==> src/rtl/apb_master_bridge.sv <==
// APB master: local command interface to NUM_SLV address-decoded APB slaves.
// Optional wait-state timeout abort enabled by defining APB_TIMEOUT_EN.
module apb_master_bridge #(
  parameter int unsigned ADDR_W  = 8,
  parameter int unsigned DATA_W  = 8,
  parameter int unsigned NUM_SLV = 2,
  parameter int unsigned TIMEOUT = 16
) (
  input  logic                      pclk,
  input  logic                      preset,
  input  logic                      trans,
  input  logic                      re_wr,
  input  logic [ADDR_W-1:0]         wr_paddr,
  input  logic [DATA_W-1:0]         wr_data,
  input  logic [ADDR_W-1:0]         re_paddr,
  output logic                      cmd_ready,
  output logic [NUM_SLV-1:0]        psel,
  output logic                      penable,
  output logic                      pwrite,
  output logic [ADDR_W-1:0]         paddr,
  output logic [DATA_W-1:0]         pwdata,
  input  logic [NUM_SLV*DATA_W-1:0] prdata,
  input  logic [NUM_SLV-1:0]        pready,
  input  logic [NUM_SLV-1:0]        pslverr,
  output logic                      done,
  output logic [DATA_W-1:0]         pdata,
  output logic                      err
);

  localparam int unsigned SEL_W = $clog2(NUM_SLV);

  localparam logic [1:0] ST_IDLE   = 2'd0;
  localparam logic [1:0] ST_SETUP  = 2'd1;
  localparam logic [1:0] ST_ACCESS = 2'd2;

  logic [1:0]         state, state_d;
  logic [SEL_W-1:0]   idx, new_idx;
  logic [ADDR_W-1:0]  new_addr;
  logic               sel_ready, sel_err, accept, timed_out;
  logic [DATA_W-1:0]  sel_rdata;

  logic [NUM_SLV-1:0] psel_d;
  logic               penable_d, pwrite_d, done_d, err_d;
  logic [ADDR_W-1:0]  paddr_d;
  logic [DATA_W-1:0]  pwdata_d, pdata_d;

  // The active slave is decoded from the registered address, which is stable in SETUP/ACCESS
  assign idx       = paddr[ADDR_W-1 -: SEL_W];
  assign new_addr  = re_wr ? wr_paddr : re_paddr;
  assign new_idx   = new_addr[ADDR_W-1 -: SEL_W];
  assign sel_ready = pready[idx];
  assign sel_err   = pslverr[idx];
  assign sel_rdata = prdata[32'(idx)*DATA_W +: DATA_W];

  assign cmd_ready = (state == ST_IDLE) || ((state == ST_ACCESS) && sel_ready);
  assign accept    = trans && cmd_ready;

`ifdef APB_TIMEOUT_EN
  logic [7:0] wait_cnt;

  assign timed_out = (state == ST_ACCESS) && !sel_ready && (wait_cnt == 8'(TIMEOUT - 1));

  // Consecutive wait cycles of the current ACCESS phase
  always_ff @(posedge pclk) begin
    if (preset) begin
      wait_cnt <= 8'd0;
    end else if (state == ST_SETUP) begin
      wait_cnt <= 8'd0;
    end else if ((state == ST_ACCESS) && !sel_ready) begin
      wait_cnt <= wait_cnt + 8'd1;
    end
  end
`else
  assign timed_out = 1'b0;
`endif

  // Next-state and next-output logic
  always_comb begin
    state_d   = state;
    psel_d    = psel;
    penable_d = penable;
    pwrite_d  = pwrite;
    paddr_d   = paddr;
    pwdata_d  = pwdata;
    done_d    = 1'b0;
    pdata_d   = pdata;
    err_d     = err;

    case (state)
      ST_IDLE: begin
        if (accept) begin
          state_d          = ST_SETUP;
          psel_d           = '0;
          psel_d[new_idx]  = 1'b1;
          penable_d        = 1'b0;
          pwrite_d         = re_wr;
          paddr_d          = new_addr;
          pwdata_d         = wr_data;
        end
      end
      ST_SETUP: begin
        state_d   = ST_ACCESS;
        penable_d = 1'b1;
      end
      ST_ACCESS: begin
        if (sel_ready) begin
          done_d = 1'b1;
          err_d  = sel_err;
          if (!pwrite) begin
            pdata_d = sel_rdata;
          end
          if (accept) begin
            state_d          = ST_SETUP;
            psel_d           = '0;
            psel_d[new_idx]  = 1'b1;
            penable_d        = 1'b0;
            pwrite_d         = re_wr;
            paddr_d          = new_addr;
            pwdata_d         = wr_data;
          end else begin
            state_d   = ST_IDLE;
            psel_d    = '0;
            penable_d = 1'b0;
          end
        end else if (timed_out) begin
          state_d   = ST_IDLE;
          done_d    = 1'b1;
          err_d     = 1'b1;
          psel_d    = '0;
          penable_d = 1'b0;
        end
      end
      default: begin
        state_d   = ST_IDLE;
        psel_d    = '0;
        penable_d = 1'b0;
      end
    endcase
  end

  // State and output registers
  always_ff @(posedge pclk) begin
    if (preset) begin
      state   <= ST_IDLE;
      psel    <= '0;
      penable <= 1'b0;
      pwrite  <= 1'b0;
      paddr   <= '0;
      pwdata  <= '0;
      done    <= 1'b0;
      pdata   <= '0;
      err     <= 1'b0;
    end else begin
      state   <= state_d;
      psel    <= psel_d;
      penable <= penable_d;
      pwrite  <= pwrite_d;
      paddr   <= paddr_d;
      pwdata  <= pwdata_d;
      done    <= done_d;
      pdata   <= pdata_d;
      err     <= err_d;
    end
  end

endmodule
==> config.mk <==
export PLATFORM = sky130hd
export DESIGN_NAME = apb_master_bridge
export DESIGN_NICKNAME = d
export VERILOG_FILES = /design/src/rtl/apb_master_bridge.sv
export SDC_FILE = /design/constraint.sdc
export NUM_CORES = 1
export LEC_CHECK = 0
export CAP_MARGIN = 20
export CORE_MARGIN = 4
export CORE_UTILIZATION = 50
export CTS_CLUSTER_DIAMETER = 100
export DETAILED_ROUTE_END_ITERATION = 10
export DONT_BUFFER_PORTS = 1
export GPL_ROUTABILITY_DRIVEN = 0
export MAX_ROUTING_LAYER = met4
export PLACE_DENSITY = 0.67
export SYNTH_ARGS = -nofsm -noshare
export SYNTH_HDL_FRONTEND = slang
export SYNTH_SLANG_ARGS = --single-unit
==> constraint.sdc <==
create_clock -name pclk -period 1.3 [get_ports pclk]
set_input_delay 0.26 -clock pclk [delete_from_list [all_inputs] [get_ports pclk]]
set_output_delay 0.26 -clock pclk [all_outputs]
set_load 0.02 [all_outputs]
# ---- Yosys cells after proc, flatten, opt, wreduce, memory -nomap -nowiden
# Index checks and enable logic that the tools add are counted.
dict set report totals {
  reg_bits 32
  word_cells 60
  out_inout_bits 31
}
dict set report classes {
  n_reduce_logical 12
  muxes 28
  magnitude_cmp 3
  n_shift 1
  bitwise 3
  n_eq_ne 4
}
# operator n
set ops {}
lappend ops {{$mux W8} 5}
lappend ops {{$pmux W8 S2} 2}
lappend ops {{$shiftx A16 B5 Y8} 1}
lappend ops {{$pmux W2 S3} 2}
lappend ops {{$mux W1} 11}
lappend ops {{$mux W2} 5}
lappend ops {{$reduce_and A2 Y1} 3}
lappend ops {{$reduce_and A3 Y1} 2}
lappend ops {{$lt A1 B2 Y1 const B} 2}
lappend ops {{$ne A2 B2 Y1 const B} 2}
lappend ops {{$logic_and A1 B1 Y1} 3}
lappend ops {{$not A1 Y1} 3}
lappend ops {{$pmux W1 S3} 1}
lappend ops {{$eq A2 B1 Y1 const B} 1}
lappend ops {{$eq A2 B2 Y1 const B} 1}
lappend ops {{$logic_not A2 Y1} 1}
lappend ops {{$pmux W1 S2} 1}
lappend ops {{$reduce_bool A2 Y1} 1}
lappend ops {{$reduce_or A2 Y1} 1}
lappend ops {{$demux W1 S1} 1}
lappend ops {{$ge A1 B1 Y1 const B} 1}
lappend ops {{$logic_or A1 B1 Y1} 1}

# ---- Longest topological paths before layout
# Gate-level depths: netlist of the first run.
dict set report depth {
  word_depth 8
  ltp_mapped 5
  mapped_depth_nobuf 3
}

# ---- Worst setup path after synthesis of the first run
# Ideal clock, no wire load.
dict set report synth_path {
  kind {register to register}
  start {register paddr[7]}
  end {register paddr[6]}
  t_required_ps 1184
  t_arrival_ps 1421
  stages_incl_launch_ff 5
  synth_period_minus_slack_ps 1538
  setup_slack_ps -238
  path_buffers 1
  setup_ps 116
  path_cell_list {dfxtp_1 -> mux2i_4 -> a21oi_4 -> buf_6 -> o211a_1}
}
dict set report synth_via {
  elab_chain_len 8
}
# item line
set synth_lines {}
lappend synth_lines {{start: declaration} 20} ;# output logic [ADDR_W-1:0] paddr,
lappend synth_lines {{start signal: assignment} 158} ;# paddr <= paddr_d;
lappend synth_lines {{$mux W1 (not written as such) (*) (2 in a row)} 51} ;# assign sel_ready = pready[idx];
lappend synth_lines {{$logic_and A1 B1 Y1} 55} ;# assign cmd_ready = (state == ST_IDLE) || ((state == ST_ACCESS) && sel_ready);
lappend synth_lines {{$logic_or A1 B1 Y1} 55}
lappend synth_lines {{$logic_and A1 B1 Y1} 56} ;# assign accept = trans && cmd_ready;
lappend synth_lines {{$mux W8 (2 in a row)} --}
lappend synth_lines {{$pmux W8 S2} --}
# Mark *: on every way between the ends. The rest lies on a longest branch, timed or not. The select of a mux whose other input is x is not followed.
# A chain may end at the register's enable or synchronous reset.

# ---- Worst setup path in the final report of the first run
dict set report layout_path {
  start {register paddr[7]}
  end {output cmd_ready}
}
dict set report layout_via {
  elab_chain_len 4
}
# item line
set layout_lines {}
lappend layout_lines {{$mux W1 (not written as such) (2 in a row)} 51}
lappend layout_lines {{$logic_and A1 B1 Y1} 55}
lappend layout_lines {{$logic_or A1 B1 Y1} 55}
lappend layout_lines {{end: declaration} 16} ;# output logic cmd_ready,
# No other way between the ends. The select of a mux whose other input is x is not followed.

==> results.md, run 1 <==
- The element type at the critical path end is an output port.
- The final net count is a little over 200.
- The total number of placement rows is 19.
- In this run, synthesis inferred 0 flip-flops with an integrated enable.
- The total internal power is 1.563 mW.
- The multi-input combinational cell area is 825.8 sq um.
- The number of nets in the synthesized netlist is 191.
- The fill cell total of the finished layout is 232.
- The total overflow left after global routing is 0.
- The worst-case headroom to the max-slew limit is 64.88%.
- The clock share of power is 32.5%.
- From bottom edge to top edge, the die measures 61.74 microns.
- The most common flop cell mapped by yosys is dfxtp_1.
- The most common cell in the synthesized netlist is dfxtp_1.
- TritonCTS built the clock tree.
- The final worst-path setup slack is -0.1148 ns.
- Static timing analysis puts the maximum clock frequency at 706.8 MHz.
- The share of the cycle needed by the critical path after routing is 108.8%.
- The starting density of the core is 52.36%.
- The number of antenna diodes in the final layout is 0.
- The clock skew is 0.003215 ns.
- The pre-antenna-repair detailed-routing pass consisted of 4 iterations.
- The overall die width is just over 60 microns.
- The count of nets left with antenna violations once routing finished came out at 0.
- The number of failing hold endpoints at the final stage is 0.
- The leakage power is 0.7080 nW.
- The area of the core region is 2758 sq um.
- Yosys mapped the design onto 32 distinct sky130hd cell types.
- The flow ran to the end, but the final reports show violations.
- Along the worst path, the maximum fanout reaches 2.
- The startpoint identified for the worst hold timing path is preset.
- In the synthesized netlist, the cells that appear most often are 31 x dfxtp_1, 24 x mux2i_1, 18 x nand2_1.
- In this run, the combinational gates consume approximately 17% of the power.
- The maximum resistive drop on vdd is 1218 uV.
- The longest clock path from root to sink contains 2 buffers.
- The slowest stage of the critical path is the dfxtp_4 cell.
- The met3 layer usage reported by global route is 8.471%.
- The number of vias per cell is 6.212.
- Summing over every cut layer, the via total after detailed routing is about 1200.
- The global routing usage on met1 is a little over a fifth.
- In this run, synthesis produced a sequential element count of 31.
- The share of the core filled with cells is 62.66%.
- The wire length after detailed routing is 3593 microns.
- After detailed routing, the average wire length per cell comes to 19.01 microns.
- The path type of the worst min-delay path is in2reg.
- Entering global routing, the biggest net connects 28 pins.
- The total of buffers placed on input and output ports is 0.
- The startpoint of the worst register-to-register path is paddr[7].
- Setup violations remaining at the end of the flow were counted as 10.
- The share of the Yosys chip area taken by registers is 42.98%.
- The area enclosed by the die boundary is 3811 sq um.
- The Yosys warning count is 0.
- The via count of the first global-routing pass is 1134.
- The global-route layer with the greatest usage is met2.
- In the post-synthesis netlist, the biggest area contributors are dfxtp_1 43%, mux2i_1 17%, a211oi_1 5.2%.
- The pre-CTS worst setup slack is -0.01169 ns.
- For this run, the slowest stage of the critical path takes ~0.37 ns.
- The first global-routing pass estimated ~5000 microns of wire.
- Of the total power, the share spent switching nets is 29.24%.
- The initial DRC count is 46.
- The critical path goes through mux2i_4, a21oi_2, buf_4.
- The largest area contributor in the netlist is dfxtp_1.
- The sort of element at the start of the critical path is a flip-flop.
- The overall power of the completed layout is around 2.2 mW.
- The H-tree depth is 2.
- For this design the total switching power over the nets is 0.6457 mW.
- Power spread over the standard cell area amounts to 1278 nW/um^2.
- The max-slew violation total from the final report is 0.
- The proportion of netlist area held by the largest area contributor is about 43%.
- STA puts the critical path data arrival time at 1.15 ns.
- The I/O pin count is 79.
- After detailed routing, the number of remaining DRC violations is 0.
- The critical path start-end classification is reg2out.
- The detailed placer's ending HPWL is around 2400 microns.
- Each instance of the synthesized netlist takes up on average 10.10 sq um.
- For the worst-skew pair, the clock arrives at the later sink with an insertion delay of about 0.33 ns.
- The final reports fail on setup timing.
- The minimum period implied by the final worst setup slack is 1.415 ns.
- The number of antenna violations at the first check in global routing is 0.
- In the final layout, flip-flops and latches occupy about 630 sq um.
- For this design, the sink count on the clock tree is 31.
- Of the cells placed in the final design, the portion with a size suffix greater than 1 is about a quarter.
- The total routing usage reported by global routing is 19.18%.
- CTS placed an instance of clkbuf_4 at the clock tree root.
- Across the run, the number of max-cap violations was 0.
- The clock buffer count from CTS is 5.
- For the pin with the worst max-slew slack, the measured transition is 0.5251 ns.
- The layout overhead on the synthesized area is 19.67%.
- Synthesis handed over a netlist of 143 instances.
- The met2 capacity usage during global routing is 29.90%.
- Sequential cells burn 50.7% of the power.
- For this run, asynchronously set or reset flops after synthesis account for 0%.
- The endpoint required time on the critical path is approximately 1.0 ns.
- Tracing the worst setup path back leads to its startpoint at paddr[7].
- Setup repair after global routing could not meet its margin everywhere.
- The post-synthesis cell area is 1444 sq um.
- After clock tree synthesis, the clock-pin slew on the worst setup and hold paths is 0.10 ns.
==> state kept, by name, summed over array words and instances (netlist names) <==
name / cells
err: 1
state: 2
pwdata: 8
done: 1
pwrite: 1
paddr: 8
psel: 2
pdata: 8
==> final timing paths <==
| check | endpoint | cells past startpoint | slack (ns) |
|---|---|---|---|
| hold reg to reg | psel[0] | 2 | 0.56 |
| setup reg to reg | pdata[3] | 6 | -0.10 |
| setup / recovery | cmd_ready | 3 | -0.11 |
| hold / removal | pwrite | 1 | 0.01 |
==> layout by cell type, fill, tap and decap left out, types with 2 or more instances in the layout <==
master | Yosys | layout
mux2_4 | 1 | 3
a31oi_1 | 8 | 7
mux2i_1 | 24 | 24
inv_1 | 2 | 2
o211a_1 | 7 | 7
nor2_1 | 2 | 2
nor2b_1 | 2 | 2
dfxtp_1 | 31 | 29
dfxtp_4 | 0 | 2
a211oi_1 | 10 | 7
a211oi_2 | 0 | 3
clkbuf_4 | 0 | 5
nand2b_1 | 2 | 2
o211ai_1 | 7 | 7
nand2_1 | 18 | 18
a21oi_1 | 3 | 2
buf_4 | 1 | 12
==> critical path: cells and delay by family, from the launching register on <==
family,cells,cell delay (ns)
AOI/OAI and AO/OA,1,0.07
DFF,1,0.37
muxes,1,0.23
buffers and inverters,1,0.16
==> routing by layer <==
layer / vias to the layer above / wire, microns
met5: - / 0
met2: 53 / 1707
li1: 567 / -
met4: 0 / 95
met1: 545 / 1429
met3: 9 / 360
==> logic make-up after synthesis <==
kind of cell | synth area share [%]
AOI/OAI and AO/OA | 23.14
DFF | 42.98
muxes | 20.02
and+or+nand+nor | 8.925
buffers and inverters | 4.939
==> metrics by stage <==
stage / hold WS [ns] / instance area (sq um) / setup TNS, ns / std cells
floorplan: 0.4022 / 1449 / -0.03985 / 143
global placement: 0.3295 / 1515 / 0 / 173
detailed placement: 0.3338 / 1515 / -0.04074 / 173
CTS: 0.002437 / 1667 / -0.5636 / 188
global route: 0.003468 / 1728 / -1.787 / 189
finish: 0.01378 / 1728 / -0.6336 / 189
==> area by class of cell <==
cell class / count / area share (%)
multi-input combinational: 99 / 47.79
sequential: 31 / 36.35
timing repair buffer: 15 / 7.603
clock buffer: 7 / 4.417
tap: 31 / 2.245
inverter: 5 / 1.303
clock inverter: 1 / 0.2896
==> repair_timing <==
action	in CTS	in global routing
pin swaps	2	1
hold buffers	1	0
setup buffers	5	0
cloned	1	1
setup endpoints to repair	10	28
endpoints found under the hold margin	13	0
gates resized for setup	3	11
==> power groups by stage <==
stage | sequential [mW] | clock, mW | combinational [mW]
2_1_floorplan | 1.14 | 0 | 0.245
3_3_place_gp | 1.15 | 0 | 0.298
3_5_place_dp | 1.15 | 0 | 0.309
4_1_cts | 1.12 | 0.735 | 0.346
5_1_grt | 1.13 | 0.786 | 0.402
6_report | 1.12 | 0.718 | 0.370
No activity file was read; power rests on OpenSTA's default activity.
==> run 2: changes to the inputs <==
--- a/config.mk
+++ b/config.mk
@@ -6,7 +6,7 @@
 export NUM_CORES = 1
 export LEC_CHECK = 0
 export CAP_MARGIN = 20
-export CORE_MARGIN = 4
+export CORE_MARGIN = 2
 export CORE_UTILIZATION = 50
 export CTS_CLUSTER_DIAMETER = 100
 export DETAILED_ROUTE_END_ITERATION = 10
==> results.md, run 2 (synthesis gave the netlist of run 1 again) <==
- The share of the cycle needed by the critical path after routing was 108.5% (was 108.8%).
- The switching power summed over all nets is 0.6447 mW (was 0.6457 mW).
- The maximum number of buffers from clock root to sink is 2 (unchanged).
- Unrepaired setup endpoints after global routing: true (unchanged).
- The total routing usage reported by global routing is 20.11% (was 19.18%).
- The total of buffers placed on input and output ports is 0 (unchanged).
- The largest net degree at the start of global routing is 28 (unchanged).
- The clock sink count is 31 (unchanged).
- The dominant delay contributor by cell family on the critical path is flip-flops (unchanged).
- The number of antenna-violating nets in the routed design is 0 (unchanged).
- The fill cell total of the finished layout was 248 (was 232).
- The latest clock arrival within the worst-skew pair is 0.33 ns (about the same).
- The transition at the pin with the smallest max-transition slack is 0.5739 ns (was 0.5251 ns).
- The maximum fanout count along the critical path was 2 (unchanged).
- The sort of element at the start of the critical path is a flip-flop (unchanged).
- The path type of the worst min-delay path is in2reg (unchanged).
- The total number of placement rows is 19 (unchanged).
- The critical path start-end classification is reg2out (unchanged).
- The critical path's largest stage delay came to 0.38 ns (was 0.37 ns).
- The final net count came to 208 (was 205).
- The height of the die is 57.74 microns (was 61.74 microns).
- The H-tree depth came to 2 (unchanged).
- The remaining design rule violation count came to 0 (unchanged).
- The element type at the critical path end is an output port (unchanged).
- The pre-CTS worst setup slack was -0.001180 ns (was -0.01169 ns).
- The power density over cell area was 1308 nW/um^2 (was 1278 nW/um^2).
- The clock buffer count from CTS is 5 (unchanged).
- The endpoint required time on the critical path was 1.04 ns (about the same).
- The detailed placer's ending HPWL is 2239 microns (was 2415 microns).
- The first-pass detailed-route iteration total was 4 (unchanged).
- The initial DRC count came to 30 (was 46).
- The endpoint arrival time on the critical path came to 1.15 ns (about the same).
- The TritonCTS clock tree is built (unchanged).
- The share of post-route cells with drive strength above 1 is 26.09% (was 25.95%).
- The starting density of the core is 52.36% (unchanged).
- The startpoint of the worst register-to-register path is paddr[7] (unchanged).
- The number of vias per cell is 6.156 (was 6.212).
- The startpoint of the most critical hold path was preset (unchanged).
- The layout overhead on the synthesized area is 21.40% (was 19.67%).
- The cell count along the critical path is 3 (unchanged).
- The total internal power is 1.648 mW (was 1.563 mW).
- Top library cells by usage in the layout, fill and taps aside: 29 x dfxtp_1, 24 x mux2i_1, 18 x nand2_1 (unchanged).
- The final worst-path setup slack is -0.1111 ns (was -0.1148 ns).
- The average routed wire per standard cell came to 18.26 microns (was 19.01 microns).
- The number of antenna violations at the first check in global routing came to 0 (unchanged).
- Violations in the final reports: setup timing (unchanged).
- The worst-case headroom to the max-slew limit is 61.61% (was 64.88%).
- Biggest registers after layout: paddr x8, pdata x8, pwdata x8 (unchanged).
- The switching part of the total power is 28.13% (was 29.24%).
- The buffering stage count on the worst path with inverters included came to 1 (unchanged).
- The overall power of the completed layout is 2.292 mW (was 2.208 mW).
- The final instance count without filler cells is 192 (was 189).
- The area after detailed placement is 1523 sq um (was 1515 sq um).
- The maximum resistive drop on vdd is 950.8 uV (was 1218 uV).
- The clock skew is 0.005355 ns (was 0.003215 ns).
- The sequential fraction of design power was 48.9% (was 50.7%).
- The leakage power is 0.7248 nW (was 0.7080 nW).
- The CTS root buffer is clkbuf_4 (unchanged).
- The worst reg-to-reg path cell count is 6 (unchanged).
- Cell-by-cell listing of the critical path: mux2i_4, a21oi_2, buf_6 (was mux2i_4, a21oi_2, buf_4).
- The minimum period implied by the final worst setup slack is 1.411 ns (was 1.415 ns).
- The design area is 1753 sq um (was 1728 sq um).
- The via count is 1182 (was 1174).
- Result of the run: finished, violations left (unchanged).
- The most common library cell in the layout ignoring fill and taps was dfxtp_1 (unchanged).
- The antenna diode instance count is 0 (unchanged).
- The area enclosed by the die boundary is 3333 sq um (was 3811 sq um).
- The share of the core filled with cells is 63.57% (was 62.66%).
- The wire length after detailed routing is 3506 microns (was 3593 microns).
- The achievable clock frequency is 708.7 MHz (was 706.8 MHz).
- The share of total power in combinational logic came to 16.6% (was 16.8%).
- The max-cap violation count was 0 (unchanged).
- The wire length of the first global-routing pass is 4905 microns (was 5133 microns).
- The max-slew violation total from the final report is 0 (unchanged).
- The area of the core region is 2758 sq um (unchanged).
- The clock-pin slew of the registers on the worst-case setup and hold paths is 0.10 ns (about the same).
- The clock share of power is 34.5% (was 32.5%).
- The launching instance or port of the critical path is paddr[7] (unchanged).
- The setup TNS after final layout is -0.6474 ns (was -0.6336 ns).
- The number of placed instances with taps included came to 174 (was 173).
- The via count of the first global-routing pass came to 1104 (was 1134).
- The number of failing hold endpoints at the final stage is 0 (unchanged).
- The I/O pin count is 79 (unchanged).
- The number of cells on the worst hold path is 1 (unchanged).
- The post-route worst hold slack is 0.03570 ns (was 0.01378 ns).
- The library cell contributing the largest single delay on the critical path is dfxtp_4 (unchanged).
- The number of setup violations in the final report was 16 (was 10).
- The residual overflow from global routing is 0 (unchanged).
- The overall die width is 57.74 microns (was 61.74 microns).
-- run 2: worst paths after layout --
kind,slack [ns],end
setup / recovery,-0.11,cmd_ready
hold / removal,0.04,psel[1]
setup reg to reg,-0.08,pdata[7]
hold reg to reg,0.57,pwdata[1]
-- run 2: cell type report --
type	count	area [sq um]	area share, %
inverter	5	22.52	1.285
clock inverter	2	35.03	1.999
clock buffer	6	51.30	2.926
sequential	31	628.1	35.83
timing repair buffer	18	156.4	8.922
multi-input combinational	99	820.8	46.82
tap	31	38.79	2.213
-- run 2: power by group through the flow --
stage | registers (mW) | clock network (mW) | logic [mW]
floorplan | 1.14 | 0 | 0.245
finish | 1.12 | 0.792 | 0.380
CTS | 1.12 | 0.812 | 0.339
global route | 1.13 | 0.841 | 0.414
detailed placement | 1.15 | 0 | 0.311
global placement | 1.15 | 0 | 0.302
-- run 2: per-layer routing --
layer | track usage [%] | wire length (microns)
met5 | - | 0
met4 | 7.973 | 94
met3 | 8.482 | 344
met2 | 31.82 | 1692
met1 | 22.43 | 1375
-- run 2: timing repair --
| item | in CTS | in global routing |
|---|---|---|
| gates resized for setup | 4 | 9 |
| hold buffers | 1 | 1 |
| buffers inserted | 4 | 2 |
| cloned | 0 | 2 |
| hold endpoints to repair | 13 | 1 |
| pin swaps | 3 | 1 |
| endpoints found under the setup margin | 7 | 30 |
==> run 3: changes to the inputs <==
--- a/config.mk
+++ b/config.mk
@@ -14,6 +14,7 @@
 export GPL_ROUTABILITY_DRIVEN = 0
 export MAX_ROUTING_LAYER = met4
 export PLACE_DENSITY = 0.67
+export SLEW_MARGIN = 20
 export SYNTH_ARGS = -nofsm -noshare
 export SYNTH_HDL_FRONTEND = slang
 export SYNTH_SLANG_ARGS = --single-unit
==> results of run 3 <==
Final layout, timing and power as in run 2 (identical DEF).
